[src/rtl/add_pipe.sv]
// Pipelined segmented adder: S = A + B + CI over STAGES register stages.
// Each stage adds one segment with a parallel-prefix carry network.

module add_pipe_prefix #(
    parameter int N     = 16,
    parameter int SPEED = 1
) (
    input  logic [N-1:0] a,
    input  logic [N-1:0] b,
    input  logic         ci,
    output logic [N-1:0] s,
    output logic         co
);
    localparam int LV = (N > 1) ? $clog2(N) : 0;

    logic [N-1:0] p;
    logic [N-1:0] gg;
    logic [N-1:0] pp;
    logic [N:0]   c;
    logic         unused_pp;

    // Carry-in is folded into bit 0, so gg[i] ends as the carry into bit i+1.
    always_comb begin
        int j;
        j     = 0;
        p     = a ^ b;
        gg    = a & b;
        pp    = p;
        gg[0] = gg[0] | (p[0] & ci);
        if (SPEED == 0) begin
            for (int i = 1; i < N; i++) begin
                gg[i] = gg[i] | (pp[i] & gg[i-1]);
                pp[i] = pp[i] & pp[i-1];
            end
        end else if (SPEED == 2) begin
            for (int l = 0; l < LV; l++) begin
                for (int i = 0; i < N; i++) begin
                    if (((i >> l) & 1) == 1) begin
                        j     = ((i >> (l + 1)) << (l + 1)) + (1 << l) - 1;
                        gg[i] = gg[i] | (pp[i] & gg[j]);
                        pp[i] = pp[i] & pp[j];
                    end
                end
            end
        end else begin
            for (int l = 0; l < LV; l++) begin
                for (int i = 0; i < N; i++) begin
                    if (((i + 1) % (2 << l)) == 0) begin
                        j     = i - (1 << l);
                        gg[i] = gg[i] | (pp[i] & gg[j]);
                        pp[i] = pp[i] & pp[j];
                    end
                end
            end
            for (int l = LV - 2; l >= 0; l--) begin
                for (int i = 0; i < N; i++) begin
                    if ((((i + 1) % (2 << l)) == (1 << l)) && (i > (1 << l))) begin
                        j     = i - (1 << l);
                        gg[i] = gg[i] | (pp[i] & gg[j]);
                        pp[i] = pp[i] & pp[j];
                    end
                end
            end
        end
        c      = '0;
        c[0]   = ci;
        c[N:1] = gg;
    end

    assign s         = p ^ c[N-1:0];
    assign co        = c[N];
    assign unused_pp = ^pp;

endmodule

module add_pipe #(
    parameter int WIDTH  = 32,
    parameter int STAGES = 2,
    parameter int SPEED  = 1
) (
    input  logic             clk_i,
    input  logic             rst_ni,
    input  logic             in_valid_i,
    output logic             in_ready_o,
    input  logic [WIDTH-1:0] a_i,
    input  logic [WIDTH-1:0] b_i,
    input  logic             ci_i,
    output logic             out_valid_o,
    input  logic             out_ready_i,
    output logic [WIDTH-1:0] s_o,
    output logic             co_o
);
    localparam int SEG = WIDTH / STAGES;

    logic [STAGES:0]   rdy;
    logic [STAGES-1:0] v;
    logic [STAGES-1:0] c_r;
    logic [WIDTH-1:0]  a_r [STAGES];
    logic [WIDTH-1:0]  b_r [STAGES];
    logic [WIDTH-1:0]  s_r [STAGES];
    logic              unused_ab;

    always_comb begin
        rdy         = '0;
        rdy[STAGES] = out_ready_i;
        for (int k = STAGES - 1; k >= 0; k--) begin
            rdy[k] = ~v[k] | rdy[k+1];
        end
    end

    for (genvar k = 0; k < STAGES; k++) begin : g_stage
        logic             up_v;
        logic             up_c;
        logic [WIDTH-1:0] up_a;
        logic [WIDTH-1:0] up_b;
        logic [WIDTH-1:0] up_s;
        logic [WIDTH-1:0] nxt_s;
        logic [SEG-1:0]   seg_s;
        logic             seg_c;
        logic             v_q;
        logic             c_q;
        logic [WIDTH-1:0] a_q;
        logic [WIDTH-1:0] b_q;
        logic [WIDTH-1:0] s_q;

        if (k == 0) begin : g_head
            assign up_v = in_valid_i;
            assign up_c = ci_i;
            assign up_a = a_i;
            assign up_b = b_i;
            assign up_s = '0;
        end else begin : g_link
            assign up_v = v[k-1];
            assign up_c = c_r[k-1];
            assign up_a = a_r[k-1];
            assign up_b = b_r[k-1];
            assign up_s = s_r[k-1];
        end

        add_pipe_prefix #(
            .N     (SEG),
            .SPEED (SPEED)
        ) u_add (
            .a  (up_a[k*SEG +: SEG]),
            .b  (up_b[k*SEG +: SEG]),
            .ci (up_c),
            .s  (seg_s),
            .co (seg_c)
        );

        always_comb begin
            nxt_s                = up_s;
            nxt_s[k*SEG +: SEG]  = seg_s;
        end

        always_ff @(posedge clk_i or negedge rst_ni) begin
            if (!rst_ni) begin
                v_q <= 1'b0;
                c_q <= 1'b0;
                a_q <= '0;
                b_q <= '0;
                s_q <= '0;
            end else begin
                if (rdy[k]) begin
                    v_q <= up_v;
                end
                if (rdy[k] && up_v) begin
                    c_q <= seg_c;
                    a_q <= up_a;
                    b_q <= up_b;
                    s_q <= nxt_s;
                end
            end
        end

        assign v[k]   = v_q;
        assign c_r[k] = c_q;
        assign a_r[k] = a_q;
        assign b_r[k] = b_q;
        assign s_r[k] = s_q;
    end

    assign in_ready_o  = rdy[0];
    assign out_valid_o = v[STAGES-1];
    assign s_o         = s_r[STAGES-1];
    assign co_o        = c_r[STAGES-1];
    assign unused_ab   = ^{a_r[STAGES-1], b_r[STAGES-1]};

endmodule

[config.mk]
export PLATFORM = sky130hd
export DESIGN_NAME = add_pipe
export DESIGN_NICKNAME = d
export VERILOG_FILES = /design/src/rtl/add_pipe.sv
export SDC_FILE = /design/constraint.sdc
export NUM_CORES = 1
export LEC_CHECK = 0
export CAP_MARGIN = 5
export CELL_PAD_IN_SITES_DETAIL_PLACEMENT = 0
export CELL_PAD_IN_SITES_GLOBAL_PLACEMENT = 1
export CORE_MARGIN = 5
export CORE_UTILIZATION = 40
export DETAILED_ROUTE_END_ITERATION = 8
export PLACE_DENSITY = 0.81
export SLEW_MARGIN = 10
export SYNTH_ARGS = -nofsm -noshare
export SYNTH_HDL_FRONTEND = slang
export SYNTH_SLANG_ARGS = --single-unit
[constraint.sdc]
create_clock -name clk_i -period 3.6 [get_ports clk_i]
set_input_delay 0.36 -clock clk_i [delete_from_list [all_inputs] [get_ports clk_i]]
set_output_delay 0.36 -clock clk_i [all_outputs]
set_load 0.05 [all_outputs]
* Word level (Yosys, flattened, before mapping)
Index checks and enable logic that the tools add are counted.
** Word-level totals
- Latch bits :: 0
- Logic and storage cells :: 150
- Bits in read-only memories :: 0
- Memories :: 0
- Flip-flop bits (word level) :: 116
- Bits in writable memories :: 0
** Cells by class
- Eq/ne operators :: 0
- Magnitude comparators :: 0
- Shifts and indexed selects :: 0
- Divide/modulo/power cells :: 0
- $add $sub $neg :: 0
- Multiplexer cells :: 0
- Bitwise operators :: 140
- Reductions and logical operators :: 2
- Multipliers :: 0
** Operators with widths (count)
- 1-bit AND :: 76
- 16-bit XOR :: 4
- 1-bit OR :: 56
- 16-bit AND :: 2
- 1-bit logical AND :: 2
- 1-bit NOT :: 2

* Longest topological paths before layout
Gate-level depths: netlist (run 1).
- Word-level depth :: 16
- Gate-level depth with buffers :: 12

* Cells and area by module
A second synthesis (run 1) with hierarchy kept.
** Unflattened totals
- Cells, all modules :: 326
- Area, all modules :: 4524.3 um2
** Modules (own cells, without submodules)
- add_pipe :: area each 3199.3 um2, instances 1, cells each 180, sequential area each 2102.0 um2
- add_pipe_prefix (g_stage[0].u_add) :: area each 663.1 um2, instances 1, cells each 73, sequential area each 0.0 um2
- add_pipe_prefix (g_stage[1].u_add) :: area each 661.9 um2, instances 1, cells each 73, sequential area each 0.0 um2

* Least setup slack after synthesis (run 1)
OpenSTA, ideal clock, no wires.
- Kind :: register to register
- Start :: reg g_stage[0].c_q
- End :: reg g_stage[1].s_q[24], in the netlist s_o[24]
- Data required time :: 3.475 ns
- Data arrival time :: 2.620 ns
- Cell stages (with the launch flop) :: 12
- Setup time :: 0.125 ns
- Period minus slack after synthesis :: 2.745 ns
- Path slack :: 0.855 ns
- Cells stage by stage :: dfrtp_1 inv_1 fa_1 inv_1 fa_1 a211oi_1 nor2_1 a211oi_1 o21bai_1 a21o_1 fa_1 mux2_2
** On the way
- Cells in the longest elaborated chain, start to end :: 9
** Ends and longest elaborated chain
- start, declared :: RTL line 121 : logic c_q;
- start signal, assigned :: RTL line 168 : c_q <= seg_c;
- 1-bit AND :: RTL line 29 : gg[0] = gg[0] | (p[0] & ci);
- 1-bit OR :: RTL line 29
- 1-bit AND :: RTL line 50 : gg[i] = gg[i] | (pp[i] & gg[j]);
- 1-bit OR :: RTL line 50
- 1-bit AND :: RTL line 50
- 1-bit OR :: RTL line 50
- 1-bit AND :: RTL line 50
- 1-bit OR :: RTL line 50
- 16-bit XOR :: RTL line 70 : assign s = p ^ c[N-1:0];
- via g_stage[1].seg_s[8] :: RTL line 118 : logic [SEG-1:0] seg_s;
- end signal, assigned :: RTL line 171 : s_q <= nxt_s;
- end, declared :: RTL line 124 : logic [WIDTH-1:0] s_q;
The timed path passes the listed nets, and every way through them passes these cells.
A chain may end at the register's enable or synchronous reset.

* Worst setup path after layout (run 1)
Ends and elaborated chain as after synthesis.

==> results.json, run 1 <==
{
  "drive_gt1_share_pct": 16.0,
  "maxSlewHeadroom_pct": 28.8,
  "drc": 0,
  "maxCapViolations": 0,
  "die_h_um": 114,
  "postSynthCellCount": 348,
  "endpoint_kind": "register",
  "ir_drop_v": 0.000338,
  "num_io_pins": 104,
  "setup_viol": 0,
  "synth_sequential_area_ratio_pct": 48.3,
  "crit_type": "reg -> reg",
  "yosysUniqueCellTypes": 34,
  "rsz0062_at_grt": "no",
  "antenna_found_initial": 0,
  "grt_pass1_vias": 3131,
  "synth_edf_count": 0,
  "grt_max_degree": 85,
  "htreeDepth": 3,
  "cts_sinks": 84,
  "timing.fmax_mhz": 330,
  "track_usage_pct": 14.6,
  "fin_crit_sh_pct": 84.2,
  "synthToLayoutAreaGrowth_pct": 30.2,
  "hold_buffers": 0,
  "cts_buffer_depth": 2,
  "io_buffers": 103,
  "num_vias": 2910,
  "hp-class": "in -> async",
  "path_clk_slew_ps": 80,
  "rows": 38,
  "wl_per_cell_um": 15.2,
  "ys_warn_count": 0,
  "hold_viol_final": 0,
  "syn_nets": 463,
  "drt_wl_total_um": 9100,
  "root_buffer": "clkbuf_8",
  "yosys-top-cells-area": "dfrtp_1 (48%), mux2_2 (14%), fa_1 (8.3%)",
  "status": "complete, no violations",
  "crit_path_start_kind": "register",
  "slew_viol_final": 0,
  "synth_seq_cells": 84,
  "period_needed_ps": 3030,
  "die_x_um": 114,
  "post_cts_resized": 0,
  "r2r_setup_slack_ps": 570,
  "gp_congestion": 0.805,
  "cts_made_buffers": 9,
  "worstMarginPinSlew_ps": 1070,
  "fin_skew_ps": 8.45,
  "die_area_sq_um": 13100,
  "coreArea_sq_um": 10700,
  "syn_avg_cell_area_sq_um": 12.5,
  "drt-pass1-iter-count": 4,
  "first_iter_violations": 107,
  "ant_nets": 0,
  "crit_required_ps": 3850,
  "synth_top_area_share_pct": 48.3,
  "antenna_cells": 0,
  "leakagePower_nw": 2.49,
  "clk_latency_ps": 350,
  "synth_area_leader_cell": "dfrtp_1",
  "nFillCells": 966,
  "synthesis.area_sq_um": 4350,
  "cts_tree": "done",
  "synth_commonest_cells": "dfrtp_1 (84), mux2_2 (54), nand2_1 (32)",
  "globalRouteOverflowTotal": 0,
  "yosysMostFrequentCell": "dfrtp_1",
  "postCtsSetupRepairBufs": 0,
  "fin_nets": 567,
  "hpwl_um": 6650,
  "start_util_pct": 40.5,
  "grt_pass1_wl_um": 15000,
  "synth_flop_cell": "dfrtp_1",
  "via_per_inst": 4.87,
  "critPathArrivalTime_ps": 3280,
  "power_density_nw_per_um2": 635,
  "power.total_mw": 3.60,
  "synth_async_sr_flop_share_pct": 100,
  "cp_max_fo": 3,
  "totalNegativeSetupSlack_ps": 0
}
power by group:
part / leakage [nW] / switching [mW] / total (mW) / internal, mW
sequential: 0.999 / 0.150 / 1.35 / 1.20
combinational: 1.41 / 0.972 / 1.64 / 0.671
clock: 0.0824 / 0.335 / 0.603 / 0.268
total: 2.49 / 1.46 / 3.60 / 2.14
cell usage in the layout, fill, tap and decap left out, drive strengths merged:
cell / n
a2111oi: 1
o22ai: 1
nand3: 2
clkdlybuf4s50: 102
o21a: 2
a21oi: 7
mux2: 54
o31ai: 1
o31a: 1
nor2: 7
xor2: 4
o21ai: 31
nand2b: 4
a21o: 12
nand2: 32
o21bai: 1
o32a: 1
o211a: 1
clkbuf: 12
a211oi: 5
and3: 1
o2111ai: 1
xnor2: 10
clkinvlp: 2
buf: 2
and2: 2
clkinv: 2
ha: 28
inv: 20
a2bb2oi: 1
nand3b: 1
o32ai: 1
fa: 18
o211ai: 3
dfrtp: 84
layout make-up:
cell class	count	area, sq um	area share (%)
Clock inverter	4	25.0	0.442
Sequential cell	84	2100	37.1
Tap cell	140	175	3.10
Clock buffer	12	145	2.56
Inverter	20	75.1	1.33
Multi-Input combinational cell	233	2100	37.1
Timing Repair Buffer	104	1040	18.3
sequential cells by signal (all words and copies together), names as in the netlist:
| name | flops |
|---|---|
| g_stage.s_q | 16 |
| s_o | 32 |
| g_stage.a_q | 16 |
| g_stage.c_q | 1 |
| co_o | 1 |
| g_stage.v_q | 1 |
| g_stage.b_q | 16 |
| out_valid_o | 1 |
logic make-up after synthesis:
group	Yosys count	share of synthesized area, %
adders and majority gates	46	16.3
and+or+nand+nor	49	4.78
AOI/OAI and AO/OA	70	10.3
xor gates and xnor gates	14	2.82
muxes	54	14.0
DFF	84	48.3
buffers and inverters	31	3.42
per-layer routing:
metal  vias to the layer above  track usage, %  routed length (um)
li1                       1416               -                   -
met5                         -               0                   0
met3                        15            5.23                 697
met4                         0            5.70                 167
met1                      1399            18.4                4010
met2                        80            23.0                4220
critical path, cell delays in order, from the launching register on:
cell and delay, ps:
dfrtp_1 400, inv_1 100, fa_1 170, inv_1 50
fa_1 420, a211oi_1 350, nor2_1 70, a211oi_1 390
o21bai_1 100, a21o_1 200, fa_1 420, mux2_2 260
path summary, 6_finish.rpt:
kind | from | endpoint | cells past startpoint
max | g_stage[0].c_q | s_o[24] | 11
min | rst_ni | g_stage[0].b_q[23] | 1
max reg2reg | g_stage[0].c_q | s_o[24] | 11
min reg2reg | g_stage[0].s_q[6] | g_stage[0].s_q[6] | 2
max in group asynchronous | rst_ni | g_stage[0].c_q | 1
min in group clk_i | g_stage[0].s_q[6] | g_stage[0].s_q[6] | 2
stage by stage:
step	utilization [%]	cell area, sq um	cells	setup WS (ps)	hold slack [ps]
after floorplan	-	4350	348	855	64.4
after global placement	51.1	5490	581	309	457
after detailed placement	51.1	5490	581	282	467
after CTS	52.7	5660	597	537	228
after global routing	52.7	5660	597	381	261
final	52.7	5660	597	567	194
(Power assumes the default switching activity.)
==> inputs of run 2 (changes only) <==
CORE_UTILIZATION = 36   (was 40)
PLACE_DENSITY = 0.77   (was 0.81)
clock period = 2.6 ns   (was 3.6 ns; I/O delays follow)
==> results.json, run 2 (same netlist as run 1, synthesis figures left out) <==
{
  "leakagePower_nw": 2.74,
  "power_density_nw_per_um2": 911,
  "worstMarginPinSlew_ps": 702,
  "io_buffers": 103,
  "clk_latency_ps": 330,
  "antenna_cells": 0,
  "track_usage_pct": 14.1,
  "coreArea_sq_um": 11900,
  "path_clk_slew_ps": 60,
  "num_io_pins": 104,
  "power.total_mw": 5.61,
  "synthToLayoutAreaGrowth_pct": 41.5,
  "violations": "negative hold slack, negative setup slack",
  "gp_congestion": 0.744,
  "hold_buffers": 0,
  "die_x_um": 120,
  "hold_viol_final": 29,
  "rsz0062_at_grt": "yes",
  "timing.fmax_mhz": 361,
  "hp-class": "in -> async",
  "cts_buffer_depth": 2,
  "maxCapViolations": 0,
  "setup_slack_ps": -168,
  "first_iter_violations": 67,
  "design_area_sq_um": 6150,
  "largest_reg_flops": 32,
  "ir_drop_v": 0.000339,
  "grt_pass1_vias": 3432,
  "root_buffer": "clkbuf_16",
  "rows": 40,
  "setup_viol": 7,
  "drc": 0,
  "place_ws_ps": -643,
  "cts_sinks": 84,
  "crit_type": "reg -> reg",
  "num_vias": 3052,
  "maxSlewHeadroom_pct": 53.2,
  "cp_max_fo": 3,
  "htreeDepth": 3,
  "antenna_found_initial": 0,
  "die_h_um": 120,
  "globalRouteOverflowTotal": 0,
  "grt_pass1_wl_um": 16100,
  "hpwl_um": 7150,
  "grt_max_degree": 55,
  "drt-pass1-iter-count": 4,
  "crit_required_ps": 2810,
  "crit_path_start_kind": "register",
  "final_cell_mix": "clkdlybuf4s50_1 (99), dfrtp_1 (84), mux2_2 (53)",
  "fin_crit_sh_pct": 106,
  "slew_viol_final": 0,
  "cts_made_buffers": 9,
  "drive_gt1_share_pct": 26.8,
  "layout_commonest_cell": "clkdlybuf4s50_1",
  "drt_wl_total_um": 9520,
  "critPathArrivalTime_ps": 2980,
  "status": "finished, violations left",
  "whs_ps": -25.7,
  "cts_tree": "done",
  "die_area_sq_um": 14400,
  "wl_per_cell_um": 15.0,
  "regToRegStartpoint": "g_stage[0].c_q",
  "placed_cell_area_sq_um": 5730,
  "fin_skew_ps": 5.04,
  "via_per_inst": 4.80,
  "ant_nets": 0,
  "endpoint_kind": "register",
  "start_util_pct": 36.5,
  "fin_nets": 601,
  "cp-startpoint": "g_stage[0].c_q",
  "period_needed_ps": 2770
}
[run 2: worst paths after layout]
| path | slack (ps) | depth (start not counted) | to |
|---|---|---|---|
| worst max-delay path | -170 | 12 | s_o[26] |
| worst min-delay path | -30 | 1 | g_stage[0].a_q[23] |
| worst max register to register | -170 | 12 | s_o[26] |
| worst min register to register | 480 | 2 | g_stage[0].s_q[11] |
| max in group asynchronous | 1930 | 2 | s_o[29] |
| min in group clk_i | 480 | 2 | g_stage[0].s_q[11] |
[run 2: routing by layer]
metal	part of all wire [%]	track usage, %	routed length, um	vias to the layer above
met5	0	0	0	-
li1	-	-	-	1480
met2	47	23.0	4450	85
met1	45	17.6	4250	1476
met3	7.5	5.61	711	11
met4	1.1	3.51	104	0
[run 2: per-stage QoR]
step           util (%)  hold WS [ps]  cells  setup TNS [ps]
6_report           51.6         -25.7    636            -713
5_1_grt            51.6          33.4    636           -2060
4_1_cts            51.6          4.04    637           -1200
3_5_place_dp       48.1           354    614           -4590
3_3_place_gp       48.1           348    614           -3800
2_1_floorplan         -         -35.6    348               0
[run 2: final cells by class]
type	count	area, sq um
tap	147	184
clock buffer	12	256
timing repair buffer	138	1310
sequential	84	2100
multi-input combinational	233	2190
clock inverter	2	35.0
inverter	20	75.1
fill	1097	5760
[run 2: timing repair]
| item | in CTS | in global routing |
|---|---|---|
| setup buffers | 9 | 2 |
| pin swaps | 20 | 11 |
| endpoints found under the setup margin | 11 | 12 |
| resized for setup | 32 | 2 |
[run 2: critical path: stages, from the launching register on]
cell	delay (ps)
dfrtp_1	380
inv_2	80
fa_2	200
inv_2	40
fa_2	360
a211oi_2	240
o21ai_1	100
o211ai_1	190
buf_4	170
nand2b_1	50
a21o_1	190
fa_2	400
mux2_2	260
[run 2: power breakdown]
part / internal (mW) / switching (mW) / total (mW)
clock: 0.784 / 0.473 / 1.26
combinational: 1.07 / 1.40 / 2.47
sequential: 1.67 / 0.212 / 1.88
total: 3.52 / 2.09 / 5.61
==> inputs of run 3 (changes only) <==
CORE_UTILIZATION = 43   (was 36)
PLACE_DENSITY = 0.86   (was 0.77)
clock period = 3.3 ns   (was 2.6 ns; I/O delays follow)
==> results.json, run 3 (same netlist as run 1, synthesis figures left out) <==
{
  "num_vias": 2912,
  "path_cells": "inv_1 > fa_1 > inv_1 > fa_1 > a211oi_1 > nor2_1 > a211oi_1 > o21bai_1 > a21o_1 > fa_1 > mux2_2",
  "gp_congestion": 0.798,
  "layout_commonest_cell": "clkdlybuf4s50_1",
  "nFillCells": 857,
  "setup_slack_ps": 305,
  "endpoint_kind": "register",
  "drt-pass1-iter-count": 4,
  "cp-startpoint": "g_stage[0].c_q",
  "fin_nets": 568,
  "crit_required_ps": 3530,
  "cpPeakStageDelay_ps": 430,
  "final_cell_mix": "clkdlybuf4s50_1 (102), dfrtp_1 (84), mux2_2 (54)",
  "dp.cells": 575,
  "switching_share_pct": 39.5,
  "grtUsageMet1_pct": 18.4,
  "die_h_um": 111,
  "antenna_found_initial": 0,
  "post_cts_resized": 0,
  "die_area_sq_um": 12200,
  "p_switching_mw": 1.56,
  "start_util_pct": 44.3,
  "globalRouteOverflowTotal": 0,
  "met2_usage_pct": 24.1,
  "leakagePower_nw": 2.51,
  "ant_nets": 0,
  "root_buffer": "clkbuf_8",
  "cts_made_buffers": 9,
  "coreArea_sq_um": 9820,
  "hp-class": "in -> async",
  "clk_latency_ps": 350,
  "internal-power_mw": 2.39,
  "status": "complete, no violations",
  "die_x_um": 111,
  "clock_power_share_pct": 17.6,
  "maxCapViolations": 0,
  "via_per_inst": 4.94,
  "drc": 0,
  "grt_max_degree": 85,
  "critPathArrivalTime_ps": 3230,
  "top_usage_layer": "met2",
  "htreeDepth": 3,
  "grt_pass1_vias": 3186,
  "fin_skew_ps": 7.12,
  "hold_buffers": 0,
  "maxSlewHeadroom_pct": 30.6,
  "track_usage_pct": 14.6,
  "r2r_setup_slack_ps": 310,
  "path_common_cell": "fa_1",
  "grt_pass1_wl_um": 14800,
  "largest_reg_flops": 32,
  "hold_viol_final": 0,
  "rsz0062_at_grt": "no",
  "wl_per_cell_um": 14.8,
  "cp_max_fo": 3,
  "crit_path_start_kind": "register",
  "timing.fmax_mhz": 334,
  "io_buffers": 103,
  "fin_crit_sh_pct": 90.8,
  "power_density_nw_per_um2": 696,
  "rr_endpoint": "s_o[24]",
  "rows": 36,
  "pwr-share-seq_pct": 37.4,
  "period_needed_ps": 2990,
  "cts_buffer_depth": 2,
  "num_io_pins": 104,
  "use_met3_pct": 3.99,
  "power.share.combinational_pct": 45.1,
  "first_iter_violations": 74,
  "cts_tree": "done",
  "regToRegStartpoint": "g_stage[0].c_q",
  "fin_cells": 590,
  "postCtsSetupRepairBufs": 0,
  "slew_viol_final": 0,
  "drt_wl_total_um": 8740,
  "cts_sinks": 84,
  "ir_drop_v": 0.000354,
  "hpwl_um": 6590,
  "crit_type": "reg -> reg",
  "path_clk_slew_ps": 80,
  "synthToLayoutAreaGrowth_pct": 30.5,
  "setup_viol": 0,
  "antenna_cells": 0,
  "place_ws_ps": -1.95,
  "crit_slowest_cell": "fa_1",
  "worstMarginPinSlew_ps": 1040,
  "drive_gt1_share_pct": 16.2,
  "reg2regPathDepth": 11
}
## run 3: worst max-delay path: cells and delay by family, from the launching register on
family,cells,cell delay [ps]
fa+ha+maj,3,1020
mux,1,270
simple gates,1,70
flops,1,400
buf+inv,2,140
compound gates,4,990
## run 3: worst max-delay path by stage
stage                         end  depth (start not counted)  slack (ps)
2_1_floorplan             s_o[24]                         11         550
3_3_place_gp   g_stage[0].s_q[14]                         12          50
3_5_place_dp   g_stage[0].s_q[14]                         12          -2
4_1_cts                   s_o[24]                         11         290
5_1_grt                   s_o[24]                         11          90
6_report                  s_o[24]                         11         310
## run 3: per-layer routing
layer  share of wire, %  up-vias
met5                  0        -
met4                1.5        0
met3                5.6       12
met2                 47       75
met1                 45     1407
li1                   -     1418
## run 3: cell type report
class                   count  area (sq um)  share of cell area, %
well taps                 133           166                   2.93
multi-input cells         233          2100                   37.0
clock buffers              14           183                   3.22
inverters                  20          75.1                   1.32
flip-flops and latches     84          2100                   37.0
repair buffers            105          1040                   18.4
clock inverters             1          5.00                 0.0882
## run 3: power by group through the flow
stage / Combinational [mW] / Sequential, mW / Clock (mW)
final: 1.78 / 1.48 / 0.695
after global placement: 1.77 / 1.49 / 0
after detailed placement: 1.80 / 1.50 / 0
after floorplan: 0.601 / 2.07 / 0
after global routing: 1.92 / 1.52 / 0.752
after CTS: 1.81 / 1.48 / 0.716
## run 3: stage by stage
step	hold slack (ps)	util (%)	total power, mW	area [sq um]	TNS, ps
5_1_grt	260	57.8	4.18	5680	0
4_1_cts	202	57.8	4.00	5680	0
2_1_floorplan	34.4	-	2.67	4350	0
6_report	162	57.8	3.95	5680	0
3_3_place_gp	457	55.9	3.26	5490	0
3_5_place_dp	466	55.9	3.30	5490	-1.95
